==> src/rtl/calc_seq.sv <==
// Handshaked sequencer around an external 4-bit add/sub unit: registers operands,
// captures the result and flags, and keeps an accumulator, sticky overflow and op counter.
module calc_seq #(
  parameter logic [3:0] ACC_INIT = 4'h0,
  parameter int         CNT_W    = 8
) (
  input  logic             clk,
  input  logic             rst_n,
  input  logic             cmd_valid,
  output logic             cmd_ready,
  input  logic [1:0]       cmd_op,
  input  logic [3:0]       cmd_a,
  input  logic [3:0]       cmd_b,
  output logic [3:0]       alu_x,
  output logic [3:0]       alu_y,
  output logic             alu_sel,
  input  logic [3:0]       alu_z,
  input  logic             alu_v,
  input  logic             alu_c,
  input  logic             alu_n,
  input  logic             alu_zf,
  output logic             res_valid,
  input  logic             res_ready,
  output logic [3:0]       res_z,
  output logic [3:0]       res_flags,
  output logic [3:0]       acc,
  output logic             sticky_v,
  input  logic             acc_clr,
  output logic [CNT_W-1:0] op_count
);

  typedef enum logic [1:0] {IDLE, EXEC, HOLD} state_t;

  state_t     state, state_next;
  logic       cmd_fire, res_fire;
  logic [3:0] acc_next;
  logic       sticky_next;

  always_comb begin
    state_next  = state;
    cmd_ready   = 1'b0;
    acc_next    = acc;
    sticky_next = sticky_v;
    res_fire    = res_valid & res_ready;

    case (state)
      IDLE:    cmd_ready = rst_n;
      HOLD:    cmd_ready = res_ready;
      default: cmd_ready = 1'b0;
    endcase
    cmd_fire = cmd_valid & cmd_ready;

    case (state)
      IDLE: if (cmd_fire) state_next = EXEC;
      EXEC: state_next = HOLD;
      HOLD: if (res_fire) state_next = cmd_fire ? EXEC : IDLE;
      default: state_next = IDLE;
    endcase

    // acc_next is also what an ACC op accepted on this edge operates on
    if (res_fire) begin
      acc_next    = res_z;
      sticky_next = sticky_v | res_flags[3];
    end
    if (acc_clr) begin
      acc_next    = ACC_INIT;
      sticky_next = 1'b0;
    end
  end

  always_ff @(posedge clk or negedge rst_n) begin
    if (!rst_n) begin
      state     <= IDLE;
      alu_x     <= 4'h0;
      alu_y     <= 4'h0;
      alu_sel   <= 1'b0;
      res_valid <= 1'b0;
      res_z     <= 4'h0;
      res_flags <= 4'h0;
      acc       <= ACC_INIT;
      sticky_v  <= 1'b0;
      op_count  <= '0;
    end else begin
      state    <= state_next;
      acc      <= acc_next;
      sticky_v <= sticky_next;

      if (cmd_fire) begin
        alu_x   <= cmd_op[1] ? acc_next : cmd_a;
        alu_y   <= cmd_b;
        alu_sel <= cmd_op[0];
      end

      // A result is offered exactly once; a back-to-back op reloads it from EXEC
      if (state == EXEC) begin
        res_z     <= alu_z;
        res_flags <= {alu_v, alu_c, alu_n, alu_zf};
        res_valid <= 1'b1;
      end else if (res_fire) begin
        res_valid <= 1'b0;
      end

      if (res_fire && (op_count != {CNT_W{1'b1}})) begin
        op_count <= op_count + 1'b1;
      end
    end
  end

endmodule

==> config.mk <==
export PLATFORM = sky130hd
export DESIGN_NAME = calc_seq
export DESIGN_NICKNAME = d
export VERILOG_FILES = /design/src/rtl/calc_seq.sv
export SDC_FILE = /design/constraint.sdc
export NUM_CORES = 1
export LEC_CHECK = 0
export ABC_CLOCK_PERIOD_IN_PS = 1700
export BUFFER_PORTS_ARGS = -buffer_cell sky130_fd_sc_hd__buf_2
export CELL_PAD_IN_SITES_DETAIL_PLACEMENT = 2
export CELL_PAD_IN_SITES_GLOBAL_PLACEMENT = 2
export CORE_ASPECT_RATIO = 0.8
export CORE_MARGIN = 4
export CORE_UTILIZATION = 29
export DETAILED_ROUTE_END_ITERATION = 8
export HOLD_SLACK_MARGIN = 0.06
export PLACE_DENSITY_LB_ADDON = 0.1
export SLEW_MARGIN = 15
export SYNTH_ARGS = -nofsm -noshare
export SYNTH_HDL_FRONTEND = slang
export SYNTH_SLANG_ARGS = --single-unit
==> constraint.sdc <==
create_clock -name clk -period 1.7 [get_ports clk]
set_clock_uncertainty 0.1 [all_clocks]
set_input_delay 0.17 -clock clk [delete_from_list [all_inputs] [get_ports clk]]
set_output_delay 0.17 -clock clk [all_outputs]
set_load 0.03 [all_outputs]
# Yosys cells after proc, flatten, opt, wreduce, memory -nomap -nowiden
# Cells that the tools add are included.
# totals
mem_bits_rw	0
elab_cells	36
mem_bits_ro	0
memories	0
latchBits	0
reg_bits	33
# classes
muxes	12
shift	0
multipliers	0
reduce_logical	5
add_sub_neg	1
n_lt_le_gt_ge	0
n_eq_ne	5
bitwise	3
n_div	0
# op_table
operator	count
two-way mux 4 bit	3
adder 8 x 1 -> 8 bit, second input constant	1
!= test 8 bit, second input constant	1
one-hot mux 2 bit (3 select lines)	1
two-way mux 1 bit	5
two-way mux 2 bit	2
!= test 2 bit, second input constant	2
nonzero test 2 bit	2
bitwise AND 1 bit	2
equality test 2 x 1 -> 1 bit, second input constant	1
equality test 2 bit, second input constant	1
logical NOT 2 bit	1
one-hot mux 1 bit (2 select lines)	1
AND reduction 2 bit	1
logical AND 1 bit	1
OR 1 bit	1

# Longest topological paths before layout
# logic_depth
ltp_word	6
ltp_mapped	5
mapped_depth_nobuf	5

# Least setup slack after synthesis
# No wires, ideal clock.
# synth_path
path_kind	register to register
startpoint	register state[1]
endpoint	register alu_sel
t_arrival_ps	1465
path_stages_with_launch	6
required_ps	1475
setup_slack_ps	10
path_cell_list	dfrtp_1 > mux2i_1 > nor2_2 > and2_4 > buf_6 > mux2_4
# synth_via
elab_chain_cells	3
word_cells_on_any_way	4
# synth_rtl
item	line_no	rtl
from (decl)	34	state_t state, state_next;
from (signal assigned)	84	state <= state_next;
equality test 2 bit or logical NOT 2 bit (tied branches)	46	case (state)
one-hot mux 1 bit (2 select lines) *	46	
via cmd_ready	10	output logic cmd_ready,
bitwise AND 1 bit *	51	cmd_fire = cmd_valid & cmd_ready;
to (signal assigned)	91	alu_sel <= cmd_op[0];
to (decl)	16	output logic alu_sel,
# The timed path passes the listed nets; every way through them passes the cells marked *.
# A chain may end at the register's enable or synchronous reset.

# Worst setup path in the final report
# layout_path
startpoint	input rst_n
endpoint	register alu_y[1]
# layout_via
elab_chain_cells	2
# layout_rtl
item	line_no	rtl
from (decl)	8	input logic rst_n,
one-hot mux 1 bit (2 select lines)	46	
bitwise AND 1 bit	51	
to (signal assigned)	90	alu_y <= cmd_b;
to (decl)	15	output logic [3:0] alu_y,
# Every way passes these cells.

==> results.ini <==
[run_status]
status=completed

[finish]
final_common_cell=buf_2
layout-drive-gt1-share_pct=38.24
area_growth_pct=41.54
diodes=0
fillers=514
finish.utilization_pct=43.38
final_cell_mix=buf_2 (54), dfrtp_1 (33), nand2_1 (29)
fin_nets=228
final_cell_count_no_fill=264

[placement]
place_ws_ps=93.44
gp_congestion=0.7430
dp_cells=240
port_buffers=54
place.detailed.hpwl_um=3022

[timing]
finalCritPeriodShare_pct=93.29
fmax_mhz=630.6
rsz0062_at_grt=no
fin_ws_ps=114.1
tns_ps=0
report.final.hold_viol_count=0
relSlewSlack_pct=71.71
finalSetupViolCount=0
tightest_slew_ps=424.3
post-route-min-period_ps=1586
slew_violations=0

[worst_setup_path]
r2r_start=op_count[0]
r2r_slack_ps=140
arrival_ps=1650
worstPathRequired_ps=1760
reg2reg_to=op_count[1]
critical_path.cell_chain=dlygate4sd3_1, buf_2, mux2i_1, nor2_2, and2_4, mux2_4
cp-start-kind=primary input
critPathBufInv=2
max_stage_delay_ps=530
slowest_stage=dlygate4sd3_1
worstSetupPathType=primary input to flip-flop
cp-end-kind=flip-flop
crit_fanout=9
r2r_cells=4
critPathTopFamily=buffers and inverters

[worst_hold_path]
holdPathStages=4
hp-start=cmd_a[1]
hold_class=primary input to flip-flop
min_to=alu_x[1]

[pwr]
p_comb_share_pct=44.7
swShare_pct=43.36
ir_drop_v=0.0008294
leakage_uw=0.001093
power_uw=3448
power.switching_uw=1495
p_per_area_nw_per_um2=1688
p_seq_share_pct=38.2
clkPwrFrac_pct=17.1
p_int_uw=1953

[yosys]
synth.largest_area_cell=dfrtp_1
synthSimpleGateAreaFrac_pct=16.65
synth_top_family_by_area=simple AND/OR/NAND/NOR gates
synth-adder-area-share_pct=0.8673
syn_area_um2=1443
yosysTopAreaCellShare_pct=57.24
yosys_warnings=0
syn-num-nets=152
synthDistinctLibCells=30
synthMuxAreaShare_pct=15.18
ys.flop_type=dfrtp_1
synth_xor_area_share_pct=2.428
avgSynthCellArea_um2=11.27
yosysSeqAreaShare_pct=57.24
async_flop_share_pct=100.0
synth_compound_area_share_pct=4.423
syn_inst=128
synth_edf_count=0
ys_seq_elements=33
synth.area.top_cells=dfrtp_1 (57%), mux2_4 (9.4%), nand2_1 (7.8%)

[clocking]
numCtsBuffers=5
clockRootBuffer=clkbuf_8
cts_setup_buffers=0
clk_pin_slew_ps=60
cts_max_level=2
clk_latency_ps=280
cts.sinks=33
cts_tree=done
cts.path.max_buffers=2

[detailed_routing]
num_vias=1223
vias_per_cell=4.633
dr.pass1.iters=4
wire_per_inst_um=15.48
drcViolationCount=0
first_iter_violations=30
ant_nets=0
wirelength_um=4088

[floorplanning]
ios=55
start_util_pct=30.65
core_um2=4707
rows=22
dieWidth_um=86.86
design.die.area_um2=6174
die_y_um=71.09

[global_route]
grt_pass1_wl_um=6824
grt_max_degree=34
antenna_found_initial=0
grtUsageTotal_pct=14.42
overflow=0
grt_pass1_vias=1367

[flow_run]
maxCapViolCount=0

-- worst min-delay path, delay by kind of cell --
kind                   cells  cell delay, ps
multiplexers               1             160
buffers and inverters      2             100
AO/OA/AOI/OAI              1             140
-- worst max path at each step --
stage                            from          end  slack [ps]  depth (start not counted)
after CTS                   res_valid     alu_x[1]          80                          4
after floorplan              state[1]      alu_sel          10                          5
after detailed placement    res_valid     alu_x[1]          90                          4
after global placement      res_valid     alu_x[0]         150                          4
after global routing      op_count[0]  op_count[1]          30                          4
final                           rst_n     alu_y[1]         110                          6
-- logic make-up after synthesis --
logic type                 Yosys count
AOI/OAI and AO/OA                   11
xor gates and xnor gates             4
adders and majority gates            1
buffers and inverters               10
DFF                                 33
muxes                               17
and+or+nand+nor                     52
-- flip-flops by register name (all words and copies together) (netlist names) --
signal	flops
state	2
res_valid	1
alu_sel	1
alu_x	4
acc	4
res_z	4
alu_y	4
op_count	8
res_flags	4
sticky_v	1
-- layout make-up --
| cell class | instances | area (µm²) | share of cell area, % |
|---|---|---|---|
| tap | 60 | 75.07 | 3.676 |
| multi-input combinational | 85 | 576.8 | 28.25 |
| inverter | 6 | 22.52 | 1.103 |
| timing repair buffer | 73 | 455.4 | 22.30 |
| sequential | 33 | 825.8 | 40.44 |
| clock buffer | 7 | 86.33 | 4.228 |
-- layer usage --
metal | share of wire, % | global-route usage (%)
met1 | 42 | 17.52
met2 | 51 | 24.35
met3 | 6.1 | 4.307
met4 | 0.73 | 4.671
met5 | 0 | 0
-- repair_timing --
item	in CTS	in global routing
resized for setup	0	2
endpoints found under the setup margin	0	4
endpoints found under the hold margin	53	0
hold buffers	17	0
-- Yosys cell counts (2+ instances only) --
master / instances
xor2_1: 2
xnor2_1: 2
nand2_1: 30
nand3_1: 2
o21ai_1: 3
mux2_1: 2
a21oi_1: 2
nand4_1: 2
nor2_1: 8
dfrtp_1: 33
inv_1: 6
o22ai_1: 4
mux2_4: 9
nand2b_1: 2
mux2i_1: 5
clkbuf_1: 2
-- per-stage QoR --
step           cell area [µm²]  hold WS (ps)
5_1_grt                   2042         240.7
3_5_place_dp              1779         178.8
2_1_floorplan             1443        -225.6
6_report                  2042         230.0
4_1_cts                   2036         227.8
3_3_place_gp              1779         182.8
-- power by group through the flow --
stage	clock, µW	combinational, µW	sequential (µW)
final	590	1540	1320
after global routing	639	1660	1370
after CTS	611	1560	1330
after detailed placement	0	1530	1340
after global placement	0	1500	1300
after floorplan	0	528	1830
Note: power is estimated with default switching activity, not from simulation.
